<file path="src/rtl/rotor_return_path_pkg.sv">
// Shared types and constants for the rotor return path: letter/position widths
// and the fixed rotor wiring table used by both forward and return rotors.
package rotor_return_path_pkg;

    localparam int LETTER_W = 26;
    localparam int POS_W    = 5;
    localparam int MOD      = 26;

    typedef logic [LETTER_W-1:0] letter_t;
    typedef logic [POS_W-1:0]    pos_t;

    // Forward wiring: forward out[i] = x[WIRING[i]]
    localparam pos_t WIRING [MOD] = '{
        5'd17, 5'd20, 5'd12, 5'd23, 5'd9,  5'd10, 5'd5,  5'd18, 5'd25,
        5'd3,  5'd11, 5'd4,  5'd19, 5'd7,  5'd21, 5'd6,  5'd13, 5'd15,
        5'd24, 5'd1,  5'd16, 5'd0,  5'd8,  5'd14, 5'd2,  5'd22
    };

    function automatic pos_t pos_inc(input pos_t p);
        return (p == pos_t'(MOD - 1)) ? '0 : p + 1'b1;
    endfunction

endpackage

</file>
<file path="src/rtl/rotor_return_path_if.sv">
// Letter stream into and out of the return path: valid/ready on both sides,
// plus the error flag that qualifies the outgoing letter.
interface rotor_return_path_if;
    import rotor_return_path_pkg::*;

    logic    in_valid;
    logic    in_ready;
    letter_t in_letter;
    logic    out_valid;
    logic    out_ready;
    letter_t out_letter;
    logic    out_err;

    modport master (
        output in_valid, in_letter, out_ready,
        input  in_ready, out_valid, out_letter, out_err
    );

    modport slave (
        input  in_valid, in_letter, out_ready,
        output in_ready, out_valid, out_letter, out_err
    );

endinterface

</file>
<file path="src/rtl/rotor_return_path_inverse_mapping.sv">
// Pure combinational inverse of the rotor wiring at position zero: b = F^-1(a).
module inverse_mapping
    import rotor_return_path_pkg::*;
(
    input  letter_t a,
    output letter_t b
);

    always_comb begin
        b = '0;
        for (int i = 0; i < MOD; i++) begin
            b[WIRING[i]] = a[i];
        end
    end

endmodule

</file>
<file path="src/rtl/rotor_return_path.sv">
// Return path through one rotor: position-offset inverse wiring, a one-deep
// registered valid/ready output stage, and the position/notch counter.
module rotor_return_path
    import rotor_return_path_pkg::*;
#(
    parameter pos_t NOTCH_POS = 5'd16,
    parameter pos_t RESET_POS = 5'd0
) (
    input  logic clk,
    input  logic reset,
    input  logic step,
    input  logic load_en,
    input  pos_t load_pos,
    output pos_t position,
    output logic notch_out,
    rotor_return_path_if.slave bus
);

    letter_t a_rot;
    letter_t b_map;
    letter_t r_rot;
    logic    [5:0] back_shift;
    logic    in_err;
    logic    accept;
    logic    out_valid_q;
    letter_t out_letter_q;
    logic    out_err_q;

    // Rotate into the rotor's frame, apply the fixed inverse, rotate back out
    assign a_rot      = letter_t'({bus.in_letter, bus.in_letter} >> position);
    assign back_shift = 6'(MOD) - {1'b0, position};
    assign r_rot      = letter_t'({b_map, b_map} >> back_shift);

    inverse_mapping u_inverse_mapping (
        .a (a_rot),
        .b (b_map)
    );

    assign in_err = ($countones(bus.in_letter) != 1);

    assign bus.in_ready   = !out_valid_q || bus.out_ready;
    assign accept         = bus.in_valid && bus.in_ready;
    assign bus.out_valid  = out_valid_q;
    assign bus.out_letter = out_letter_q;
    assign bus.out_err    = out_err_q;

    always_ff @(posedge clk or posedge reset) begin
        if (reset) begin
            out_valid_q  <= 1'b0;
            out_letter_q <= '0;
            out_err_q    <= 1'b0;
        end else if (accept) begin
            out_valid_q  <= 1'b1;
            out_letter_q <= in_err ? '0 : r_rot;
            out_err_q    <= in_err;
        end else if (out_valid_q && bus.out_ready) begin
            out_valid_q  <= 1'b0;
        end
    end

    // Out-of-range load values fall back to position zero
    always_ff @(posedge clk or posedge reset) begin
        if (reset) begin
            position  <= RESET_POS;
            notch_out <= 1'b0;
        end else begin
            notch_out <= step && !load_en && (position == NOTCH_POS);
            if (load_en) begin
                position <= (load_pos > pos_t'(MOD - 1)) ? '0 : load_pos;
            end else if (step) begin
                position <= pos_inc(position);
            end
        end
    end

endmodule

</file>
<file path="src/flat_wrapper.sv">
// flat-port wrapper written by rule: the top's interface ports become plain ports
module rotor_return_path_flat import rotor_return_path_pkg::*;
#(
    parameter pos_t NOTCH_POS = 5'd16,
    parameter pos_t RESET_POS = 5'd0
)
  (clk, reset, step, load_en, load_pos, position, notch_out, bus_in_valid, bus_in_letter, bus_out_ready, bus_in_ready, bus_out_valid, bus_out_letter, bus_out_err);
  rotor_return_path_if bus_i ();
  input  logic clk;
  input  logic reset;
  input  logic step;
  input  logic load_en;
  input  pos_t load_pos;
  output pos_t position;
  output logic notch_out;
  input wire logic [$bits(bus_i.in_valid)-1:0] bus_in_valid;
  input wire logic [$bits(bus_i.in_letter)-1:0] bus_in_letter;
  input wire logic [$bits(bus_i.out_ready)-1:0] bus_out_ready;
  output wire logic [$bits(bus_i.in_ready)-1:0] bus_in_ready;
  output wire logic [$bits(bus_i.out_valid)-1:0] bus_out_valid;
  output wire logic [$bits(bus_i.out_letter)-1:0] bus_out_letter;
  output wire logic [$bits(bus_i.out_err)-1:0] bus_out_err;
  assign bus_i.in_valid = bus_in_valid;
  assign bus_i.in_letter = bus_in_letter;
  assign bus_i.out_ready = bus_out_ready;
  assign bus_in_ready = bus_i.in_ready;
  assign bus_out_valid = bus_i.out_valid;
  assign bus_out_letter = bus_i.out_letter;
  assign bus_out_err = bus_i.out_err;
  rotor_return_path #(.NOTCH_POS(NOTCH_POS), .RESET_POS(RESET_POS)) u_core (.clk(clk), .reset(reset), .step(step), .load_en(load_en), .load_pos(load_pos), .position(position), .notch_out(notch_out), .bus(bus_i));
endmodule
</file>
<file path="config.mk">
export PLATFORM = sky130hd
export DESIGN_NAME = rotor_return_path_flat
export DESIGN_NICKNAME = d
export VERILOG_FILES = /design/src/rtl/rotor_return_path_pkg.sv /design/src/rtl/rotor_return_path_if.sv /design/src/rtl/rotor_return_path_inverse_mapping.sv /design/src/rtl/rotor_return_path.sv /design/src/flat_wrapper.sv
export SDC_FILE = /design/constraint.sdc
export NUM_CORES = 1
export LEC_CHECK = 0
export BUFFER_PORTS_ARGS = -buffer_cell sky130_fd_sc_hd__buf_2
export CAP_MARGIN = 10
export CORE_UTILIZATION = 35
export CTS_CLUSTER_SIZE = 20
export DETAILED_ROUTE_END_ITERATION = 8
export PLACE_DENSITY = 0.56
export SLEW_MARGIN = 20
export SYNTH_ARGS = -nofsm -noshare
export SYNTH_HDL_FRONTEND = slang
export SYNTH_SLANG_ARGS = --single-unit
</file>
<file path="constraint.sdc">
create_clock -name clk -period 6.4 [get_ports clk]
set_clock_uncertainty 0.05 [all_clocks]
set_input_delay 0.64 -clock clk [delete_from_list [all_inputs] [get_ports clk]]
set_output_delay 0.64 -clock clk [all_outputs]
set_load 0.02 [all_outputs]
</file>
==> metrics.csv, run 1 <==
metric;value;unit
run status;finished, final reports clean;
synth warn;0;
DRC Markers;0;
Sw Ratio;53.91;%
final critical-path share of the clock period;92.76;%
Setup crit end kind;flip-flop;
minimum clock period;5936;ps
met3 WL;3606;um
Setup crit start kind;input port;
vias per cell;6.875;
Synth Net Count;1026;
ys flop type;dfrtp_1;
CTS max path bufs;2;
synth unique cells;89;
full die area;22510;um2
Chip Width;150.0;um
RSZ-0062 raised after global routing;no;
layout cell share with drive strength beyond 1;21.69;%
I/O Buffers;71;
Root Driver;clkbuf_16;
CP Class;input port to flip-flop;
Int Pwr;1.276;mW
worst hold path class;input port to asynchronous set/reset pin;
Yosys reg bits;34;
P_leak;3.642;nW
worst vdd ir;0.1229;mV
final setup violation count;0;
commonest non-fill, non-tap cell in the layout;nand2_1;
Sink Count;34;
initial antenna violation count;1;
fmax;168.5;MHz
vias in the first global route;8117;
Routed met1 length;13980;um
Worst R2R Path Depth;9;
Least-Margin Pin Slew;1140;ps
HPWL after DPL;25760;um
fill count;2219;
Pre-Repair DR Iteration Count;6;
Syn Area/Cell;8.115;um2
Worst Path Max Fanout;7;
worst-skew pair later-pin latency;310;ps
Worst slew margin;23.97;%
Antenna diodes;0;
Post-Synthesis Cells;945;
Initial Util;36.14;%
# Post-CTS Setup Buffers;0;
Max Cap Violations;0;
final setup TNS;0;ps
Area growth, synth to finish;11.76;%
core footprint;21220;um2
num ports;72;
die span in y;150.0;um
commonest non-fill, non-tap cells in the layout;90 x nand2_1, 71 x buf_2, 64 x nor2_1, 52 x mux2i_1;
H-tree depth;2;
Mapped Area;7669;um2
Final Hold Viols;0;
routability cong.;1.034;
largest net degree at the start of global routing;54;
Comb pwr share;75.1;%
async set or reset register ratio after synthesis;100.0;%
reg-to-reg slack, setup;1590;ps
GRT Util Overall;29.91;%
CTS tree;yes;
met2 wire len;14090;um
Inserted Clock Buffers;5;
Post-Route WL;33380;um
WL/cell;26.26;um
final antenna-violating net count;0;
GRT overflow;0;
initial drt markers;1235;
Clock Pin Slew Worst Setup and Hold Paths;70;ps
top sig layer;met4;
Vias;8738;
Post-synth EDFFs;0;
sequential share of the synthesized area;11.09;%
Final nets;1076;
power per cell area;323.0;nW/um2
Reg power frac;12.4;%
Power Total;2.768;mW
Rows;53;
Pins Over Slew Limit;0;
global-route wire length before repair;50310;um
post-cts gate resize count;0;
power share of the clock group;12.5;%
CP Data Arrival Time;6060;ps
Worst EP required;6520;ps
CTS Hold Bufs;0;
NetSw;1.492;mW
cell families (layout without fill, tap and decap cells):
logic type	count (synthesis)	in the layout	share of synthesized area [%]
AO/OA/AOI/OAI	305	305	29.56
buffers and inverters	121	172	7.130
AND/OR/NAND/NOR	314	314	19.95
flip-flops	34	34	11.09
adder cells (fa/ha/maj)	44	44	9.137
multiplexers	121	121	22.43
XOR/XNOR	6	6	0.6853
layer usage:
layer / track usage (%) / vias to the layer above
li1: - / 3812
met1: 41.70 / 4217
met2: 43.73 / 594
met3: 5.610 / 115
met4: 14.95 / 0
met5: 0 / -
metrics by stage:
step / cells / instance area, um2 / util [%] / hold slack (ps) / setup WS [ps]
floorplan: 945 / 7669 / - / 542.7 / 258.7
global placement: 1263 / 8377 / 39.48 / 411.9 / 197.6
detailed placement: 1263 / 8377 / 39.48 / 420.1 / 101.3
CTS: 1271 / 8571 / 40.39 / 405.5 / 410.8
global route: 1271 / 8571 / 40.39 / 431.0 / 212.9
finish: 1271 / 8571 / 40.39 / 385.1 / 463.6
power by group through the flow:
stage | clock network [mW] | registers (mW) | logic, mW
global route | 0.356 | 0.356 | 2.23
CTS | 0.348 | 0.345 | 2.02
floorplan | 0 | 0.377 | 1.37
global placement | 0 | 0.347 | 2.03
detailed placement | 0 | 0.348 | 2.01
finish | 0.345 | 0.344 | 2.08
final timing paths:
check                                                      start                                     to
setup / recovery                               bus_in_letter[11]  u_core.bus.out_letter[12]$_DFFE_PP0P_
hold reg to reg            u_core.bus.out_letter[16]$_DFFE_PP0P_  u_core.bus.out_letter[16]$_DFFE_PP0P_
hold / removal                                             reset  u_core.bus.out_letter[20]$_DFFE_PP0P_
min in group clk           u_core.bus.out_letter[16]$_DFFE_PP0P_  u_core.bus.out_letter[16]$_DFFE_PP0P_
max in group asynchronous                                  reset         u_core.position[1]$_DFFE_PP0P_
setup reg to reg                  u_core.position[1]$_DFFE_PP0P_   u_core.bus.out_letter[8]$_DFFE_PP0P_
cell usage after synthesis, drive strengths merged (6+ instances only):
library cell | count | area share, %
a22o | 8 | 0.93
a211o | 7 | 0.80
a2bb2oi | 8 | 0.91
o211a | 6 | 0.78
a221oi | 8 | 0.91
nand2 | 91 | 4.5
a222oi | 7 | 0.91
mux2 | 32 | 4.8
o221ai | 9 | 1.1
a221o | 10 | 1.3
or3 | 8 | 0.65
mux2i | 54 | 7.3
o211ai | 16 | 1.6
o21ai | 37 | 2.4
o31ai | 8 | 0.78
inv | 45 | 2.2
a22oi | 19 | 1.9
or2 | 7 | 0.57
o31a | 6 | 0.69
a211oi | 12 | 1.2
clkbuf | 37 | 1.8
buf | 36 | 3.0
nand2b | 13 | 1.1
a21oi | 45 | 2.9
and3 | 10 | 0.82
a21o | 6 | 0.59
mux4 | 35 | 10
nor2 | 64 | 3.1
nor2b | 11 | 0.90
a32oi | 11 | 1.3
nand3 | 37 | 2.4
a31oi | 15 | 1.2
nand4 | 10 | 0.82
dfrtp | 34 | 11
nor3 | 29 | 1.9
fa | 20 | 5.2
o22ai | 19 | 1.6
ha | 24 | 3.9
and2 | 13 | 1.1
area by class of cell:
class                      instances  area (um2)  share of cell area [%]
inverter                          48       180.2                   2.102
clock inverter                     3       68.82                  0.8029
tap                              275       344.1                   4.015
multi-input combinational        790        6301                   73.52
timing repair buffer             116       693.2                   8.088
sequential                        34       858.3                   10.01
clock buffer                       5       125.1                   1.460
critical path, cell delays in order:
cell and delay (ps):
buf_2 150, ha_1 290, inv_1 50, fa_1 530, fa_1 520, inv_1 50, fa_1 460, fa_1 520
inv_1 50, fa_1 490, inv_1 50, fa_1 370, or4b_2 660, nor4_1 380, and2_1 270, nand2_1 200
o311ai_0 380
registers in the layout (all words and copies together), names as in the netlist:
register,count
u_core.bus.out_letter,26
u_core.position,5
u_core.bus.out_err,1
u_core.bus.out_valid,1
u_core.notch_out,1
No activity file was read; power rests on OpenSTA's default activity.
==> run 2, diff against run 1 <==
- CORE_UTILIZATION: 35 -> 47
- PLACE_DENSITY: 0.56 -> 0.72
- SLEW_MARGIN: 20 -> default
- clock period: 6.4 -> 4.8 ns (I/O delays scaled with it)
==> metrics.csv, run 2 (synthesized netlist as in run 1, its figures left out) <==
metric;value;unit;change
Clock Pin Slew Worst Setup and Hold Paths;70;ps;about the same
Setup crit end kind;flip-flop;;unchanged
Top cell by count, worst path;fa_1;;unchanged
CP Class;input port to flip-flop;;unchanged
Largest register FFs;26;;unchanged
Setup crit start kind;input port;;unchanged
P_leak;3.885;nW;was 3.642 nW
full die area;16830;um2;was 22510 um2
worst-skew pair later-pin latency;310;ps;about the same
RSZ-0062 raised after global routing;yes;;was no
initial antenna violation count;0;;was 1
commonest non-fill, non-tap cells in the layout;87 x nand2_1, 70 x buf_4, 64 x buf_2, 59 x nor2_1, 52 x mux2i_1;;was 90 x nand2_1, 71 x buf_2, 64 x nor2_1, 52 x mux2i_1
GRT overflow;0;;unchanged
Fin Hold WS;228.9;ps;was 385.1 ps
Worst R2R Path Depth;11;;was 9
worst vdd ir;0.2134;mV;was 0.1229 mV
HPWL after DPL;26780;um;was 25760 um
Antenna diodes;0;;unchanged
crit-path max cell delay;570;ps;was 660 ps
Root Driver;clkbuf_16;;unchanged
CTS tree;yes;;unchanged
Reg-to-Reg Start;u_core.position[1]$_DFFE_PP0P_;;unchanged
Final Hold Viols;0;;unchanged
final setup TNS;-9911;ps;was 0 ps
Final Cell Area;9170;um2;was 8571 um2
Worst slew margin;28.28;%;was 23.97%
Worst Path Max Fanout;6;;was 7
Max Cap Violations;0;;unchanged
power per cell area;440.3;nW/um2;was 323.0 nW/um2
final setup violation count;26;;was 0
I/O Buffers;71;;unchanged
Initial Util;48.28;%;was 36.14%
Inserted Clock Buffers;5;;unchanged
vias in the first global route;8662;;was 8117
placed cells;1239;;was 1263
WL/cell;27.64;um;was 26.26 um
final critical-path share of the clock period;109.9;%;
Final nets;1115;;was 1076
largest net degree at the start of global routing;62;;was 54
Sink Count;34;;unchanged
pre-CTS setup slack;-912.8;ps;was 101.3 ps
num ports;72;;unchanged
worst reg2reg path endpoint;u_core.bus.out_letter[0]$_DFFE_PP0P_;;was u_core.bus.out_letter[8]$_DFFE_PP0P_
reg-to-reg slack, setup;470;ps;was 1590 ps
fmax;189.6;MHz;
initial drt markers;1411;;was 1235
minimum clock period;5273;ps;
final antenna-violating net count;0;;unchanged
Least-Margin Pin Slew;1068;ps;was 1140 ps
CP max-delay cell;fa_1;;was or4b_2
Post-Route WL;34580;um;was 33380 um
run status;finished with violations;;was finished, final reports clean
layout cell share with drive strength beyond 1;28.60;%;was 21.69%
critical path, cell by cell;buf_6 -> ha_4 -> inv_2 -> fa_1 -> fa_1 -> inv_2 -> fa_1 -> fa_1 -> inv_1 -> fa_1 -> inv_2 -> fa_2 -> nor4b_4 -> nand3_2 -> nor4_4 -> nand2_1 -> buf_6 -> nor2_4 -> and2_1 -> a2111o_1;;was buf_2 -> ha_1 -> inv_1 -> fa_1 -> fa_1 -> inv_1 -> fa_1 -> fa_1 -> inv_1 -> fa_1 -> inv_1 -> fa_1 -> or4b_2 -> nor4_1 -> and2_1 -> nand2_1 -> o311ai_0
die span in y;129.7;um;was 150.0 um
CTS Hold Bufs;0;;unchanged
DRC Markers;0;;unchanged
core footprint;15890;um2;was 21220 um2
global-route wire length before repair;52360;um;was 50310 um
worst hold path class;input port to asynchronous set/reset pin;;unchanged
routability cong.;1.065;;was 1.034
Vias;9123;;was 8738
H-tree depth;2;;unchanged
worst setup margin;-472.9;ps;was 463.6 ps
Worst EP required;4980;ps;was 6520 ps
Area growth, synth to finish;19.58;%;was 11.76%
Finished Layout Cells;1251;;was 1271
CP Data Arrival Time;5450;ps;was 6060 ps
vias per cell;7.293;;was 6.875
violated checks;negative setup slack;;
Pre-Repair DR Iteration Count;6;;unchanged
GRT Util Overall;41.90;%;was 29.91%
Pins Over Slew Limit;0;;unchanged
commonest non-fill, non-tap cell in the layout;nand2_1;;unchanged
Chip Width;129.7;um;was 150.0 um
Cell Area, Placed;8656;um2;was 8377 um2
Rows;46;;was 53
CTS max path bufs;2;;unchanged
==> run 2: final cells by class <==
type                            count  area, um2
Clock buffer                        5      125.1
Clock inverter                      3      68.82
Fill cell                        1499       6715
Inverter                           48      182.7
Multi-Input combinational cell    790       6570
Sequential cell                    34      858.3
Tap cell                          216      270.3
Timing Repair Buffer              155       1095
==> run 2: through the flow <==
| step | utilization, % | power, mW |
|---|---|---|
| global route | 57.73 | 4.253 |
| detailed placement | 54.49 | 3.302 |
| CTS | 57.07 | 3.835 |
| finish | 57.73 | 4.037 |
| floorplan | - | 2.411 |
| global placement | 54.44 | 3.279 |
==> run 2: what timing repair did <==
action,in CTS,in global routing
buffers inserted,3,4
gates resized for setup,48,22
pin swaps,17,8
setup endpoints to repair,26,27
==> run 2: per-layer routing <==
layer	global-route usage, %	wire length [um]
met5	0	0
met2	64.93	15090
met1	55.02	13430
met4	24.21	2093
met3	7.339	3960
==> run 2: how the worst max path moves through the flow <==
| stage | start | endpoint | depth (start not counted) |
|---|---|---|---|
| global route | bus_in_letter[12] | u_core.bus.out_letter[0]$_DFFE_PP0P_ | 20 |
| detailed placement | bus_in_letter[4] | u_core.bus.out_letter[12]$_DFFE_PP0P_ | 19 |
| floorplan | bus_in_letter[13] | u_core.bus.out_letter[11]$_DFFE_PP0P_ | 21 |
| global placement | bus_in_letter[4] | u_core.bus.out_letter[5]$_DFFE_PP0P_ | 20 |
| CTS | bus_in_letter[4] | u_core.bus.out_letter[0]$_DFFE_PP0P_ | 19 |
| finish | bus_in_letter[4] | u_core.bus.out_letter[0]$_DFFE_PP0P_ | 20 |
==> run 2: power breakdown <==
part	leakage (nW)	switching (mW)	internal (mW)
Combinational	3.34	1.92	1.22
Sequential	0.454	0.0772	0.363
Clock	0.0940	0.165	0.300
==> run 2: critical path, delay by kind of cell <==
| family | cells | cell delay (ps) |
|---|---|---|
| AO/OA/AOI/OAI | 1 | 90 |
| AND/OR/NAND/NOR | 6 | 1140 |
| buffers and inverters | 6 | 460 |
| adder cells (fa/ha/maj) | 7 | 3280 |
==> run 3, diff against run 2 <==
- MAX_ROUTING_LAYER: default -> met4
==> metrics.csv, run 3 (synthesized netlist as in run 1, its figures left out) <==
metric;value;unit;change
run status;finished with violations;;unchanged
violated checks;negative setup slack;;unchanged
Antenna diodes;0;;unchanged
core footprint;15890;um2;unchanged
largest net degree at the start of global routing;47;;was 62
Inserted Clock Buffers;5;;unchanged
Pre-Repair DR Iteration Count;6;;unchanged
power per cell area;432.0;nW/um2;was 440.3 nW/um2
fmax;187.6;MHz;was 189.6 MHz
Final nets;1112;;was 1115
WL/cell;27.44;um;was 27.64 um
P_leak;3.885;nW;about the same
Worst slew margin;24.39;%;was 28.28%
Pins Over Slew Limit;0;;unchanged
Vias;9181;;was 9123
commonest non-fill, non-tap cell in the layout;nand2_1;;unchanged
layout cell share with drive strength beyond 1;28.39;%;was 28.60%
global-route wire length before repair;52360;um;about the same
final antenna-violating net count;0;;unchanged
routability cong.;1.081;;was 1.065
Largest register FFs;26;;unchanged
crit-path max cell delay;570;ps;about the same
Setup crit start kind;input port;;unchanged
Worst Path Max Fanout;4;;was 6
initial drt markers;1386;;was 1411
CP max-delay cell;fa_1;;unchanged
DRC Markers;0;;unchanged
Post-Route WL;34240;um;was 34580 um
full die area;16830;um2;unchanged
Fin Hold WS;215.3;ps;was 228.9 ps
Initial Util;48.28;%;unchanged
Area growth, synth to finish;19.45;%;was 19.58%
vias per cell;7.357;;was 7.293
final critical-path share of the clock period;111.0;%;was 109.9%
Worst EP required;4940;ps;was 4980 ps
RSZ-0062 raised after global routing;yes;;unchanged
Final Hold Viols;0;;unchanged
worst setup margin;-529.7;ps;was -472.9 ps
minimum clock period;5330;ps;was 5273 ps
die span in y;129.7;um;unchanged
commonest non-fill, non-tap cells in the layout;87 x nand2_1, 68 x buf_4, 64 x buf_2, 60 x nor2_1, 52 x mux2i_1;;was 87 x nand2_1, 70 x buf_4, 64 x buf_2, 59 x nor2_1, 52 x mux2i_1
Setup crit end kind;flip-flop;;unchanged
H-tree depth;2;;unchanged
CP Data Arrival Time;5470;ps;was 5450 ps
Rows;46;;unchanged
CTS Hold Bufs;0;;unchanged
worst hold path class;input port to asynchronous set/reset pin;;unchanged
CP Class;input port to flip-flop;;unchanged
critical path, cell by cell;buf_8 -> ha_4 -> inv_2 -> fa_1 -> fa_1 -> inv_1 -> fa_1 -> fa_1 -> inv_1 -> fa_1 -> inv_1 -> fa_2 -> or4b_4 -> nor4_4 -> and2_4 -> buf_6 -> buf_4 -> a21oi_1 -> a211oi_1;;was buf_6 -> ha_4 -> inv_2 -> fa_1 -> fa_1 -> inv_2 -> fa_1 -> fa_1 -> inv_1 -> fa_1 -> inv_2 -> fa_2 -> nor4b_4 -> nand3_2 -> nor4_4 -> nand2_1 -> buf_6 -> nor2_4 -> and2_1 -> a2111o_1
Least-Margin Pin Slew;1126;ps;was 1068 ps
num ports;72;;unchanged
initial antenna violation count;0;;unchanged
HPWL after DPL;26490;um;was 26780 um
final setup violation count;27;;was 26
worst-skew pair later-pin latency;310;ps;about the same
final setup TNS;-10720;ps;was -9911 ps
I/O Buffers;71;;unchanged
Clock Pin Slew Worst Setup and Hold Paths;80;ps;was 70 ps
Root Driver;clkbuf_16;;unchanged
GRT Util Overall;43.05;%;was 41.90%
worst vdd ir;0.2039;mV;was 0.2134 mV
Sink Count;34;;unchanged
CTS tree;yes;;unchanged
GRT overflow;0;;unchanged
Chip Width;129.7;um;unchanged
CTS max path bufs;2;;unchanged
Max Cap Violations;0;;unchanged
vias in the first global route;8696;;was 8662
Top cell by count, worst path;fa_1;;unchanged
[run 3: changes by cell type in the layout (fill, tap and decap cells not counted), sizes merged]
cell and delta:
buf -3
[run 3: layer usage]
layer  GRT usage, %  part of all wire [%]  routed length, um
met1          53.93                    39              13280
met2          64.27                    43              14680
met3          9.430                    12               3959
met4          24.01                   6.8               2324
met5              -                     0                  0
[run 3: critical path: cells and delay by family]
family	cells	cell delay, ps
AOI/OAI and AO/OA	2	310
and+or+nand+nor	3	1050
adders and majority gates	7	3070
buffers and inverters	7	560
[run 3: power by group]
part	switching, mW	total [mW]	internal [mW]
Combinational	1.88	3.06	1.18
Clock	0.163	0.463	0.299
Sequential	0.0762	0.439	0.363
Total	2.12	3.96	1.84
[run 3: stage by stage]
step	utilization (%)	setup slack (ps)	instances	instance area [um2]	total power, mW
finish	57.66	-529.7	1248	9160	3.957
global placement	54.21	-804.6	1233	8611	3.261
CTS	56.96	-407.2	1247	9049	3.805
global route	57.66	-670.1	1248	9160	4.188
detailed placement	54.21	-961.7	1233	8611	3.283
floorplan	-	-514.4	945	7767	2.411
[run 3: repair_timing]
item | CTS | global route
pin swaps | 15 | 7
resized for setup | 49 | 19
setup endpoints to repair | 26 | 27
endpoints found under the hold margin | 0 | 0
buffers inserted | 7 | 1
[run 3: path summary, 6_finish.rpt]
path | startpoint | endpoint | slack (ps) | cells after the start
min in group clk | load_pos[1] | u_core.position[1]$_DFFE_PP0P_ | 370 | 3
setup / recovery | bus_in_letter[11] | u_core.bus.out_letter[7]$_DFFE_PP0P_ | -530 | 19
max in group asynchronous | reset | u_core.position[1]$_DFFE_PP0P_ | 4130 | 3
hold reg to reg | u_core.bus.out_letter[23]$_DFFE_PP0P_ | u_core.bus.out_letter[23]$_DFFE_PP0P_ | 430 | 2
hold / removal | reset | u_core.bus.out_letter[15]$_DFFE_PP0P_ | 220 | 3
setup reg to reg | u_core.position[1]$_DFFE_PP0P_ | u_core.bus.out_letter[8]$_DFFE_PP0P_ | 360 | 10
[run 3: area by class of cell]
type,count,area [um2]
flip-flops and latches,34,858.3
multi-input cells,790,6586
clock inverters,3,68.82
inverters,48,182.7
repair buffers,152,1069
fillers,1524,6725
well taps,216,270.3
clock buffers,5,125.1
